$ cat src/rtl/stages_definition_pkg.sv
// stages_definition_pkg: state types for the pixel memory arbiter
package stages_definition_pkg;
   typedef enum logic {CP_IDLE, CP_RDRET} pix_cpu_phase_t;
   typedef enum logic [1:0] {TAG_NONE, TAG_CPU, TAG_DISP} pix_rd_tag_t;
endpackage

$ cat src/rtl/pix_arb_starve_ctr.sv
// pix_arb_starve_ctr: saturating count of cycles a CPU request lost to display
module pix_arb_starve_ctr #(
   parameter int MAX = 4,
   parameter int W   = $clog2(MAX + 1)
) (
   input  logic         clk,
   input  logic         rst,
   input  logic         i_inc,
   input  logic         i_clr,
   output logic [W-1:0] o_cnt,
   output logic         o_sat
);
   logic [W-1:0] r_cnt;
   assign o_cnt = r_cnt;
   assign o_sat = r_cnt == W'(MAX);
   // clear wins over increment; increment stops at MAX
   always_ff @(posedge clk) begin
      if (rst || i_clr) r_cnt <= '0;
      else if (i_inc && !o_sat) r_cnt <= r_cnt + W'(1);
   end
endmodule

$ cat src/rtl/pix_mem_arbiter.sv
// pix_mem_arbiter: shares the pixel RAM between CPU MEM stage and display scan-out
module pix_mem_arbiter
   import stages_definition_pkg::*;
#(
   parameter int ADDR_W       = 16,
   parameter int DATA_W       = 8,
   parameter int CPU_MAX_WAIT = 4
) (
   input  logic              clk,
   input  logic              rst,
   input  logic              cpu_rd,
   input  logic              cpu_wr,
   input  logic [ADDR_W-1:0] cpu_addr,
   input  logic [DATA_W-1:0] cpu_wdata,
   output logic [DATA_W-1:0] cpu_rdata,
   output logic              cpu_rvalid,
   output logic              cpu_stall,
   input  logic              disp_req,
   input  logic [ADDR_W-1:0] disp_addr,
   output logic              disp_gnt,
   output logic [DATA_W-1:0] disp_rdata,
   output logic              disp_rvalid,
   output logic [ADDR_W-1:0] pm_addr,
   output logic              pm_we,
   output logic [DATA_W-1:0] pm_wdata,
   input  logic [DATA_W-1:0] pm_rdata
);
   localparam int WAIT_W = $clog2(CPU_MAX_WAIT + 1);
   pix_cpu_phase_t    cpu_phase_q, w_phase_d;
   pix_rd_tag_t       rd_tag_q, w_tag_d;
   logic [WAIT_W-1:0] wait_q;
   logic              w_sat, w_cpu_req, w_elig, w_cpu_win, w_disp_win, w_cpu_wr_win;
   logic [DATA_W-1:0] r_cpu_rdata, r_disp_rdata;
   pix_arb_starve_ctr #(.MAX(CPU_MAX_WAIT), .W(WAIT_W)) u_starve (
      .clk   (clk),
      .rst   (rst),
      .i_inc (w_elig && w_cpu_req && w_disp_win),
      .i_clr (w_cpu_win || !w_cpu_req),
      .o_cnt (wait_q),
      .o_sat (w_sat)
   );
   // arbitration, next state and RAM/handshake outputs; a starved CPU pre-empts display
   always_comb begin
      w_cpu_req    = cpu_rd | cpu_wr;
      w_elig       = cpu_phase_q == CP_IDLE;
      w_cpu_win    = w_elig && w_cpu_req && (w_sat || !disp_req);
      w_disp_win   = disp_req && !w_cpu_win;
      w_cpu_wr_win = w_cpu_win && cpu_wr;
      w_phase_d    = (w_cpu_win && !cpu_wr) ? CP_RDRET : CP_IDLE;
      w_tag_d      = (w_cpu_win && !cpu_wr) ? TAG_CPU : w_disp_win ? TAG_DISP : TAG_NONE;
      pm_addr      = w_cpu_win ? cpu_addr : w_disp_win ? disp_addr : '0;
      pm_we        = w_cpu_wr_win;
      pm_wdata     = w_cpu_wr_win ? cpu_wdata : '0;
      disp_gnt     = w_disp_win;
      cpu_stall    = w_cpu_req && !w_cpu_wr_win && cpu_phase_q != CP_RDRET;
      cpu_rvalid   = rd_tag_q == TAG_CPU;
      disp_rvalid  = rd_tag_q == TAG_DISP;
      cpu_rdata    = cpu_rvalid ? pm_rdata : r_cpu_rdata;
      disp_rdata   = disp_rvalid ? pm_rdata : r_disp_rdata;
   end
   // state registers; reset drops any read issued in the reset cycle
   always_ff @(posedge clk) begin
      if (rst) begin
         cpu_phase_q  <= CP_IDLE;
         rd_tag_q     <= TAG_NONE;
         r_cpu_rdata  <= '0;
         r_disp_rdata <= '0;
      end else begin
         cpu_phase_q  <= w_phase_d;
         rd_tag_q     <= w_tag_d;
         r_cpu_rdata  <= cpu_rdata;
         r_disp_rdata <= disp_rdata;
      end
   end
endmodule

$ cat config.mk
export PLATFORM = sky130hd
export DESIGN_NAME = pix_mem_arbiter
export DESIGN_NICKNAME = d
export VERILOG_FILES = /design/src/rtl/stages_definition_pkg.sv /design/src/rtl/pix_arb_starve_ctr.sv /design/src/rtl/pix_mem_arbiter.sv
export SDC_FILE = /design/constraint.sdc
export NUM_CORES = 1
export LEC_CHECK = 0
export ABC_AREA = 1
export CORE_MARGIN = 2
export CORE_UTILIZATION = 36
export DETAILED_ROUTE_END_ITERATION = 12
export GPL_ROUTABILITY_DRIVEN = 0
export GPL_TIMING_DRIVEN = 0
export PLACE_DENSITY_LB_ADDON = 0.25
export SKIP_LAST_GASP = 1
export SLEW_MARGIN = 40
export SYNTH_ARGS = -nofsm -noshare
export SYNTH_HDL_FRONTEND = slang
export SYNTH_SLANG_ARGS = --single-unit
export TNS_END_PERCENT = 100
$ cat constraint.sdc
create_clock -name clk -period 3.6 [get_ports clk]
set_clock_uncertainty 0.2 [all_clocks]
set_input_delay 0.36 -clock clk [delete_from_list [all_inputs] [get_ports clk]]
set_output_delay 0.36 -clock clk [all_outputs]
set_load 0.005 [all_outputs]
==> impl_metrics.ini, run 1 <==
[status]
outcome = finished, final reports clean

[floorplan]
start_util_pct = 37.7
coreArea_mm2 = 0.00336
rows = 21
die_area_mm2 = 0.00402
die_y_um = 63.4
pin_count = 98
die_w_um = 63.4

[detailed_routing]
drc_errors = 0
num_vias = 1511
wl_met3_um = 354
highest_layer = met4
wl_mm = 3.53
wire_per_inst_um = 10.1
antenna_left = 0
wl_met2_mm = 1.73
wl_met1_mm = 1.40
dr.pass1.iters = 4
routed_via_density = 4.30
drt_iter0_drc = 65

[setup_path]
endpoint = pm_addr[8]
reg2reg_to = r_disp_rdata[0]
worst_setup_path_start_kind = input port
critPathKind = in2out
cp_max_fo = 10
endpoint_kind = output port
required_ns = 3.04
r2r_start = cpu_phase_q
critPathLaunch = cpu_wr
r2r_cells = 6
rrSetupSlack_ns = 2.05
arrival_ns = 2.20

[clock_tree]
cts-root-buf = clkbuf_4
post_cts_resized = 0
htreeDepth = 1
clk_path_buf_depth = 2
cts_tree = built
cts_setup_buffers = 0
insertion_delay_ns = 0.28
cts_hold_buf = 0
cts.sinks = 21
cts_made_buffers = 3
clk_pin_slew_ns = 0.12

[job]
drv_cap = 0

[pwr]
power_leakage_nw = 1.17
power_density_mw_per_mm2 = 251
irDropWorstVdd_v = 0.000137

[layout]
antennaDiodeCount = 0
final_area_mm2 = 0.00231
drive_above_1_share_pct = 10.2
areaGrowthSynthToFinish_pct = 82.4
multiInputGateArea_um2 = 638
num-fill-cells = 313
num-nets-final = 361
regArea_um2 = 420
post_layout_nonfiller_instances = 351

[global_routing]
grt_pass1_vias = 1527
grt_max_degree = 13
antenna_found_initial = 0
grt-ovfl-total = 0
grt_usage_pct = 19.0
grt_first_pass_wirelength_mm = 6.18

[logic_synthesis]
yosysTopAreaCell = dfxtp_1
synth_cells = 205
yosysUniqueCellTypes = 23
syn-num-nets = 260
synth_top_flop_cell = dfxtp_1
ys_seq_area_share_pct = 33.1
avgSynthCellArea_um2 = 6.19
yosysWarningCount = 0
synthTopCellsByCount = 66 x nand2_1, 40 x inv_1, 26 x nor2_1, 21 x dfxtp_1, 8 x o21ai_0
synth_area_leaders = dfxtp_1 33%, nand2_1 20%, inv_1 12%
synthArstFlopShare_pct = 0
syn_area_mm2 = 0.00127
synth_seq_cells = 21
synth_most_common_cell = nand2_1
yosys.area.top_type_share_pct = 33.1
synth_edf_count = 0

[placed_design]
placed_cells = 347
place_area_mm2 = 0.00229
port-buffer-count = 96
dp_hpwl_mm = 3.02

[worst_hold_path]
hold_class = in2reg

[sta]
finalSetupViolations = 0
drv_slew = 0
relSlewSlack_pct = 70.6
worstMarginPinSlew_ns = 0.441
rsz0062_at_grt = false
finalCritPeriodShare_pct = 76.8
final.min_clock_period_ns = 2.76
fin_hold_ws_ns = 0.242
max_freq_mhz = 362
hold_viol_final = 0
setup_tns_ns = 0
==> cell type report <==
type,count,area share [%]
timing repair buffer,96,41.5
multi-input combinational,134,27.6
inverter,44,7.14
clock buffer,3,0.973
buffer,6,1.95
tap,46,2.49
clock inverter,1,0.216
sequential,21,18.2
==> cell usage in the layout, fill, tap and decap left out, drive strengths merged <==
master         count
clkdlybuf4s50     96
nand2             70
inv               44
nor2              29
dfxtp             21
o21ai             16
or2                9
buf                5
a21oi              4
clkbuf             4
nand3              3
ha                 2
nor3               1
clkinv             1
==> metal layers <==
metal / vias to the layer above / track usage (%)
met3: 4 / 7.32
met5: - / 0
met2: 65 / 34.6
li1: 800 / -
met1: 642 / 20.0
met4: 0 / 5.71
==> worst max-delay path, stage by stage <==
cell             delay (ns)
clkdlybuf4s50_1        0.47
nor2_2                 0.19
nor2_4                 0.07
nand2_2                0.09
nand2_1                0.09
inv_2                  0.12
buf_4                  0.18
nand2_1                0.06
nand2_1                0.07
clkdlybuf4s50_1        0.51
==> sequential cells by signal, summed over array words and instances, names as in the netlist <==
| signal | cells |
|---|---|
| u_starve.o_cnt | 3 |
| r_cpu_rdata | 8 |
| cpu_phase_q | 1 |
| r_disp_rdata | 8 |
| rd_tag_q | 1 |
==> cell families (layout without fill, tap and decap cells) <==
logic type	count (synthesis)	after routing	synth area share, %
adder cells (fa/ha/maj)	2	2	1.97
AO/OA/AOI/OAI	20	20	10.8
AND/OR/NAND/NOR	112	112	37.5
buffers and inverters	50	150	16.6
flip-flops	21	21	33.1
==> worst min path at each step <==
stage | cells after the start | from | endpoint | slack, ns
6_report | 2 | rst | r_cpu_rdata[3] | 0.24
5_1_grt | 2 | rst | r_cpu_rdata[3] | 0.28
4_1_cts | 2 | rst | r_cpu_rdata[3] | 0.26
3_5_place_dp | 2 | u_starve.o_cnt[1] | u_starve.o_cnt[1] | 0.28
3_3_place_gp | 2 | u_starve.o_cnt[0] | u_starve.o_cnt[0] | 0.27
2_1_floorplan | 1 | cpu_wr | cpu_phase_q | 0.24
==> through the flow <==
stage / total power (W) / setup slack (ns) / util [%]
after floorplan: 0.000334 / 1.83 / -
after global placement: 0.000479 / 0.826 / 68.0
after global routing: 0.000624 / 0.631 / 68.8
after CTS: 0.000590 / 0.820 / 68.8
after detailed placement: 0.000483 / 0.827 / 68.0
final: 0.000582 / 0.837 / 68.8
==> report_power, final <==
part	switching [W]	internal, W	total, W
sequential	0.00000341	0.000243	0.000247
combinational	0.0000865	0.000142	0.000228
clock	0.0000655	0.0000413	0.000107
(Power assumes the default switching activity.)
==> run 2, diff against run 1 <==
CORE_UTILIZATION = 33   (was 36)
clock period = 2.79 ns   (was 3.6 ns; I/O delays follow)
==> impl_metrics.ini, run 2 (synthesis gave the netlist of run 1 again) <==
[setup_path]
r2r_start = cpu_phase_q
cp_slowest_cell = clkdlybuf4s50_1
slowest_delay_ns = 0.51
endpoint_kind = output port
cp_cell_sequence = inv_1, ha_1, nand2_1, nand2_1, nand2_2, nand2_1, inv_2, buf_6, nand2_1, nand2_1, clkdlybuf4s50_1
r2r_cells = 6
arrival_ns = 2.12
rrSetupSlack_ns = 1.25
worst_setup_path_start_kind = flip-flop
cp_max_fo = 10
required_ns = 2.31
reg2reg_to = r_disp_rdata[5]
critPathKind = reg2out
crit_top_cell = nand2_1

[detailed_routing]
routed_via_density = 4.19
wl_mm = 3.61
drt_iter0_drc = 47
dr.pass1.iters = 4
drc_errors = 0
antenna_left = 0
num_vias = 1488
wire_per_inst_um = 10.2

[placed_design]
dp_hpwl_mm = 2.95
port-buffer-count = 96

[floorplan]
pin_count = 98
coreArea_mm2 = 0.00369
die_area_mm2 = 0.00436
die_w_um = 66.0
start_util_pct = 34.4
rows = 22
die_y_um = 66.0

[layout]
num-nets-final = 363
layout_commonest_cell = clkdlybuf4s50_1
antennaDiodeCount = 0
final_cell_mix = 96 x clkdlybuf4s50_1, 66 x nand2_1, 40 x inv_1
areaGrowthSynthToFinish_pct = 85.6
drive_above_1_share_pct = 10.7

[clock_tree]
clk_path_buf_depth = 2
insertion_delay_ns = 0.25
cts_hold_buf = 0
clk_pin_slew_ns = 0.08
cts-root-buf = clkbuf_8
htreeDepth = 1
cts_tree = built
cts.sinks = 21
cts_made_buffers = 3

[worst_hold_path]
hold_class = in2reg
hp-start = rst
hold_depth = 2
hold_end = r_cpu_rdata[6]

[sta]
finalSetupViolations = 0
finalCritPeriodShare_pct = 93.0
worstMarginPinSlew_ns = 0.475
rsz0062_at_grt = false
hold_viol_final = 0
relSlewSlack_pct = 68.4
drv_slew = 0
setup_tns_ns = 0
max_freq_mhz = 385
final.min_clock_period_ns = 2.59

[status]
outcome = finished, final reports clean

[pwr]
power_density_mw_per_mm2 = 343
irDropWorstVdd_v = 0.000199
power.total_w = 0.000809
power_leakage_nw = 1.19

[job]
drv_cap = 0

[global_routing]
grt_first_pass_wirelength_mm = 5.94
antenna_found_initial = 0
grt_max_degree = 13
grt_usage_pct = 17.2
grt-ovfl-total = 0
grt_pass1_vias = 1456
## run 2: worst max-delay path by stage
stage	start	endpoint	slack, ns
after CTS	u_starve.o_cnt[0]	pm_addr[9]	0.15
after floorplan	u_starve.o_cnt[0]	pm_addr[10]	1.10
final	u_starve.o_cnt[0]	pm_addr[9]	0.20
after global routing	u_starve.o_cnt[0]	pm_addr[9]	0.005
after global placement	cpu_wr	pm_addr[9]	0.18
after detailed placement	cpu_wr	pm_addr[9]	0.16
## run 2: routing by layer
| layer | global-route usage, % | vias up | routed length [um] |
|---|---|---|---|
| met1 | 20.6 | 619 | 1550 |
| met5 | 0 | - | 0 |
| met3 | 5.79 | 2 | 395 |
| li1 | - | 799 | - |
| met2 | 29.0 | 68 | 1630 |
| met4 | 5.36 | 0 | 27 |
## run 2: cell type report
type / instances / area (um2)
clock inverter: 1 / 5.00
tap: 48 / 60.1
sequential: 21 / 420
clock buffer: 3 / 41.3
inverter: 44 / 165
multi-input combinational: 134 / 638
timing repair buffer: 98 / 976
buffer: 6 / 48.8
fill: 369 / 1330
## run 2: where the power goes
part	total (W)	leakage (nW)	switching (W)	internal (W)
clock network	0.000192	0.0255	0.0000926	0.0000991
registers	0.000318	0.171	0.00000406	0.000314
logic	0.000299	0.994	0.000113	0.000186
total	0.000809	1.19	0.000209	0.000599
## run 2: critical path, delay by kind of cell (launching register included)
kind,cells,cell delay (ns)
simple gates,6,0.42
buf+inv,4,0.86
fa+ha+maj,1,0.21
flops,1,0.36
## run 2: what timing repair did
action	4_1_cts	5_1_grt
setup endpoints to repair	0	8
gates resized for setup	0	1
setup buffers	0	2
## run 2: stage by stage
stage / setup slack [ns] / instances / area, um2 / hold WS, ns / util (%)
floorplan: 1.10 / 205 / 1270 / 0.158 / -
global placement: 0.176 / 349 / 2290 / 0.272 / 62.1
detailed placement: 0.163 / 349 / 2290 / 0.283 / 62.1
CTS: 0.146 / 353 / 2340 / 0.233 / 63.3
global route: 0.00494 / 355 / 2350 / 0.247 / 63.8
finish: 0.196 / 355 / 2350 / 0.224 / 63.8
